==> src/rtl/nukv_value_desegmenter.sv <==
// Strips the last flag from a framed value stream, forwards every word unchanged and
// checks the frame's word count against the length header carried in the first word.
module nukv_value_desegmenter #(
  parameter int MEMORY_WIDTH = 512
) (
  input  logic                    clk,
  input  logic                    rst,
  input  logic [MEMORY_WIDTH-1:0] in_data,
  input  logic                    in_valid,
  input  logic                    in_last,
  output logic                    in_ready,
  output logic [MEMORY_WIDTH-1:0] value_data,
  output logic                    value_valid,
  input  logic                    value_ready,
  output logic                    err_short,
  output logic                    err_long,
  output logic [15:0]             err_count
);

  typedef enum logic [1:0] {
    ST_HEADER = 2'd0,
    ST_BODY   = 2'd1,
    ST_DRAIN  = 2'd2
  } state_t;

  // Length is in 8-byte units; 17 bits keeps L=65535 from wrapping.
  function automatic logic [16:0] expected_words(input logic [15:0] len);
    logic [16:0] words;
    words = ({1'b0, len} + 17'd7) >> 3;
    if (words == 17'd0) begin
      expected_words = 17'd1;
    end else begin
      expected_words = words;
    end
  endfunction

  logic [MEMORY_WIDTH-1:0] main_data_r;
  logic [MEMORY_WIDTH-1:0] spare_data_r;
  logic                    main_valid_r;
  logic                    spare_valid_r;
  logic                    in_ready_r;
  state_t                  state_r;
  state_t                  state_next_s;
  logic [16:0]             exp_words_r;
  logic [16:0]             word_cnt_r;
  logic [16:0]             cnt_next_s;
  logic [16:0]             hdr_words_s;
  logic                    short_hit_s;
  logic                    long_hit_s;
  logic                    err_short_r;
  logic                    err_long_r;
  logic [15:0]             err_count_r;
  logic                    accept_s;
  logic                    deq_s;

  assign accept_s    = in_valid & in_ready_r;
  assign deq_s       = main_valid_r & value_ready;
  assign cnt_next_s  = word_cnt_r + 17'd1;
  assign hdr_words_s = expected_words(in_data[15:0]);

  assign in_ready    = in_ready_r;
  assign value_data  = main_data_r;
  assign value_valid = main_valid_r;
  assign err_short   = err_short_r;
  assign err_long    = err_long_r;
  assign err_count   = err_count_r;

  // Two-entry skid buffer: main entry drives the output, spare absorbs one stalled word.
  always_ff @(posedge clk or posedge rst) begin
    if (rst) begin
      main_data_r   <= '0;
      spare_data_r  <= '0;
      main_valid_r  <= 1'b0;
      spare_valid_r <= 1'b0;
      in_ready_r    <= 1'b0;
    end else begin
      case ({main_valid_r, spare_valid_r})
        2'b00: begin
          in_ready_r <= 1'b1;
          if (accept_s) begin
            main_data_r  <= in_data;
            main_valid_r <= 1'b1;
          end
        end
        2'b10: begin
          if (accept_s && deq_s) begin
            main_data_r <= in_data;
          end else if (accept_s) begin
            spare_data_r  <= in_data;
            spare_valid_r <= 1'b1;
            in_ready_r    <= 1'b0;
          end else if (deq_s) begin
            main_valid_r <= 1'b0;
          end
        end
        2'b11: begin
          if (deq_s) begin
            main_data_r   <= spare_data_r;
            spare_valid_r <= 1'b0;
            in_ready_r    <= 1'b1;
          end
        end
        default: begin
          main_valid_r  <= 1'b0;
          spare_valid_r <= 1'b0;
          in_ready_r    <= 1'b1;
        end
      endcase
    end
  end

  // Frame tracking: next state and error detection for the word being accepted.
  always_comb begin
    state_next_s = state_r;
    short_hit_s  = 1'b0;
    long_hit_s   = 1'b0;
    if (accept_s) begin
      case (state_r)
        ST_HEADER: begin
          if (in_last) begin
            short_hit_s  = (hdr_words_s > 17'd1);
            state_next_s = ST_HEADER;
          end else if (hdr_words_s == 17'd1) begin
            long_hit_s   = 1'b1;
            state_next_s = ST_DRAIN;
          end else begin
            state_next_s = ST_BODY;
          end
        end
        ST_BODY: begin
          if (in_last) begin
            short_hit_s  = (cnt_next_s < exp_words_r);
            state_next_s = ST_HEADER;
          end else if (cnt_next_s == exp_words_r) begin
            long_hit_s   = 1'b1;
            state_next_s = ST_DRAIN;
          end else begin
            state_next_s = ST_BODY;
          end
        end
        ST_DRAIN: begin
          if (in_last) begin
            state_next_s = ST_HEADER;
          end else begin
            state_next_s = ST_DRAIN;
          end
        end
        default: begin
          state_next_s = ST_HEADER;
        end
      endcase
    end else begin
      state_next_s = state_r;
    end
  end

  // Frame state, word counters, registered error pulses and saturating error count.
  always_ff @(posedge clk or posedge rst) begin
    if (rst) begin
      state_r     <= ST_HEADER;
      exp_words_r <= 17'd0;
      word_cnt_r  <= 17'd0;
      err_short_r <= 1'b0;
      err_long_r  <= 1'b0;
      err_count_r <= 16'd0;
    end else begin
      state_r     <= state_next_s;
      err_short_r <= short_hit_s;
      err_long_r  <= long_hit_s;
      if (accept_s && (state_r == ST_HEADER)) begin
        exp_words_r <= hdr_words_s;
        word_cnt_r  <= 17'd1;
      end else if (accept_s && (state_r == ST_BODY)) begin
        word_cnt_r  <= cnt_next_s;
      end else begin
        word_cnt_r  <= word_cnt_r;
      end
      if ((short_hit_s || long_hit_s) && (err_count_r != 16'hFFFF)) begin
        err_count_r <= err_count_r + 16'd1;
      end else begin
        err_count_r <= err_count_r;
      end
    end
  end

endmodule

==> config.mk <==
export PLATFORM = sky130hd
export DESIGN_NAME = nukv_value_desegmenter
export DESIGN_NICKNAME = d
export VERILOG_FILES = /design/src/rtl/nukv_value_desegmenter.sv
export SDC_FILE = /design/constraint.sdc
export NUM_CORES = 2
export LEC_CHECK = 0
export BUFFER_PORTS_ARGS = -buffer_cell sky130_fd_sc_hd__buf_4
export CORE_AREA = 3 3 404 406
export DETAILED_ROUTE_END_ITERATION = 6
export DIE_AREA = 0 0 407 409
export PLACE_DENSITY = 0.57
export SKIP_CTS_REPAIR_TIMING = 1
export SLEW_MARGIN = 20
export SYNTH_ARGS = -nofsm -noshare
export SYNTH_HDL_FRONTEND = slang
export SYNTH_SLANG_ARGS = --single-unit
export TNS_END_PERCENT = 100
==> constraint.sdc <==
create_clock -name clk -period 73.2 [get_ports clk]
set_clock_uncertainty 0.2 [all_clocks]
set_input_delay 10.98 -clock clk [delete_from_list [all_inputs] [get_ports clk]]
set_output_delay 10.98 -clock clk [all_outputs]
set_load 0.005 [all_outputs]
==> results.ini <==
[worst_setup_path]
cp_num_buf_inv=7
slowest_stage=buf_4
crit_path_max_incr_delay_ps=880
worstSetupEndpointType=asynchronous set/reset pin
path_common_cell=buf_4
reg2regPathDepth=9
worstReg2RegEnd=value_data[406]$_DFFE_PP0P_
crit_chain=buf_4, inv_8, buf_12, buf_4, buf_12, buf_4, buf_4
cp_max_fo=173
critPathLaunchType=input pin
r2r_slack_ps=68420
cpLargestDelayFamily=buffers and inverters
crit_type=input pin to asynchronous set/reset pin
required_ps=73660
r2r-start=value_valid$_DFFE_PP0P_
cp_data_arrival_time_ps=15730

[power_and_ir_drop]
switchingPower_w=0.0008151
cellPowerDensity_nw_per_um2=42.31
intPower_w=0.001679
ir_worst_vdd_mv=0.02468
leakage_nw=26.26
combPwrFrac=0.321
p_clk_frac=0.255
finalPower_w=0.002494
netSwitchingFraction=0.3268
p_seq_frac=0.425

[yosys]
synth-adder-area-share=0.004472
synthesis.area_um2=44760
synth.most_common_cell=dfrtp_1
synth_xor_xnor_area_share=0.007994
synthTopCellsByArea=dfrtp_1 60%, mux2_2 13%, nand2_1 8.9%, a31oi_1 7.2%, nor2_1 4.6%
async_reset_ff_frac=1.000
yosys.area_share.simple=0.1462
ys_seq_area_frac=0.6026
synth_common_cells=1078 x dfrtp_1, 1063 x nand2_1, 545 x nor2_1
ys.flop_type=dfrtp_1
ys_ff_latch=1078
synth_cells=4230
avgSynthCellArea_um2=10.58
yosys_warnings=0
yosysTopAreaCell=dfrtp_1
synthesis.nets=4763
synth_edf_count=0
synth_top_family_by_area=simple AND/OR/NAND/NOR gates
synth.distinct_cells=51
synth_mux_area_frac=0.1291
synth_top_area_share=0.6026
synth_compound_area_frac=0.08310

[hold_path]
min_to=value_data[0]$_DFFE_PP0P_
hp-start=spare_data_r[0]$_DFFE_PP0P_
hp-class=register to register
min_path_cells=2

[placed_design]
hpwl_um=101800
place_congestion=0.8713
placed_cells=7189
io_buffers=1048

[layout]
nNetsFinal=5683
layoutNonFillerInstCount=7422
final_util=0.3680
syn_to_final_growth_pct=31.69
drive_gt1_frac=0.3483

[detailed_routing]
vias_per_cell=4.709
ant_nets=0
wl_per_cell_um=19.69
drt_iter0_markers=2375
wl_um=146200
drc_errors=0
num_vias=34949
firstDrtPassIters=5

[die]
fp-row-count=147
core_area_um2=160200
die-area_um2=166500
io_pins=1049
die_y_um=409
die-width_um=407
initial_utilization=0.2794

[clock_network]
cts-root-buf=clkbuf_16
clk_pin_slew_ps=60
clockBufferDepth=3
tritoncts=built
clkSinkCount=1078
numCtsBuffers=118
clock_latency_ps=730
htree_levels=3

[grt]
grt_antenna_before_repair=23
grt.overflow.total=0
grt_first_pass_wirelength_um=217100
grt_use_total=0.1688
grt_pass1_vias=33937
grt_max_degree=216

[run_status]
outcome=finished clean

[sta]
max_clock_freq_ghz=0.06548
worstMarginPinSlew_ps=1105
hold_viol_final=0
setup_violations=0
rsz0062_at_grt=false
layout_min_cycle_time_ps=15270
drv_slew=0
slew_headroom=0.2632
post-route-period-util=0.2086
tns_ps=0
hold_ws_ps=275.3

[job]
maxCapViolCount=0

how the worst max path moves through the flow:
stage	startpoint	slack, ps	cells after the start	endpoint
final	rst	57930	7	spare_data_r[414]$_DFFE_PP0P_
after global routing	rst	57170	7	spare_data_r[414]$_DFFE_PP0P_
after CTS	rst	57700	7	value_data[103]$_DFFE_PP0P_
after detailed placement	rst	56920	7	spare_data_r[114]$_DFFE_PP0P_
after global placement	rst	56970	7	spare_data_r[409]$_DFFE_PP0P_
after floorplan	rst	31670	1	err_count[0]$_DFFE_PP0P_
stage by stage:
| stage | instance area, um^2 | setup slack, ps |
|---|---|---|
| 6_report | 58950 | 57930 |
| 5_1_grt | 58940 | 57170 |
| 4_1_cts | 58890 | 57700 |
| 3_5_place_dp | 54660 | 56920 |
| 3_3_place_gp | 54660 | 56970 |
| 2_1_floorplan | 44760 | 31670 |
worst reg2reg max path, cell delays in order (launching register included):
cell	delay (ps)
dfrtp_1	470
nand2_1	150
o21ai_0	150
nor2_4	340
buf_12	520
buf_4	1000
buf_4	750
buf_4	810
nor2_1	140
a31oi_1	180
power by group through the flow:
stage | Combinational, W | Clock, W | Sequential, W
after global routing | 0.000880 | 0.000677 | 0.00109
after floorplan | 0.000408 | 0 | 0.00104
after global placement | 0.000798 | 0 | 0.00105
final | 0.000800 | 0.000635 | 0.00106
after CTS | 0.000814 | 0.000652 | 0.00106
after detailed placement | 0.000813 | 0 | 0.00107
layer usage:
metal,share of wire,wire (um),GRT usage,vias up
met5,0.00099,144,0,-
met4,0.028,4048,0.05680,18
met3,0.075,11030,0.04727,219
met2,0.48,69450,0.2731,957
met1,0.42,61480,0.2165,17511
li1,-,-,-,16244
kinds of logic after synthesis:
| logic type | after synthesis |
|---|---|
| simple gates | 1681 |
| flops | 1078 |
| compound gates | 588 |
| mux | 513 |
| buf+inv | 314 |
| xor+xnor | 40 |
| fa+ha+maj | 16 |
registers in the layout (all words and copies together) (netlist names), 2 cells and up:
register,flops
spare_data_r,512
value_data,512
word_cnt_r,17
err_count,16
exp_words_r,14
state_r,2
area by class of cell:
class	instances	area, um^2
well taps	2160	2703
repair buffers	1092	8289
clock buffers	178	3661
clock inverters	40	574.3
fillers	15913	101300
multi-input cells	2838	16620
inverters	22	90.09
flip-flops and latches	1078	26980
diodes	14	35.03
cell usage in the layout, fill, tap and decap left out, types with 4 or more instances in the layout:
master and instances:
a31oi_1 514, nand4_1 9, dfrtp_1 1078, buf_12 7, bufinv_16 10, nand3_1 15, clkinv_2 19, clkinv_16 4
inv_1 21, o21ai_0 27, a21oi_1 19, clkbuf_16 120, and3_1 5, nor4_1 8, nor2_1 544, ha_1 16
nand2_1 1062, buf_4 1084, xnor2_1 15, nor3_1 9, clkbuf_8 44, mux2_2 512, xor2_1 24, clkbuf_1 14
a211oi_1 4, a22o_1 9, diode_2 14
Power figures use the tool's default switching activity.
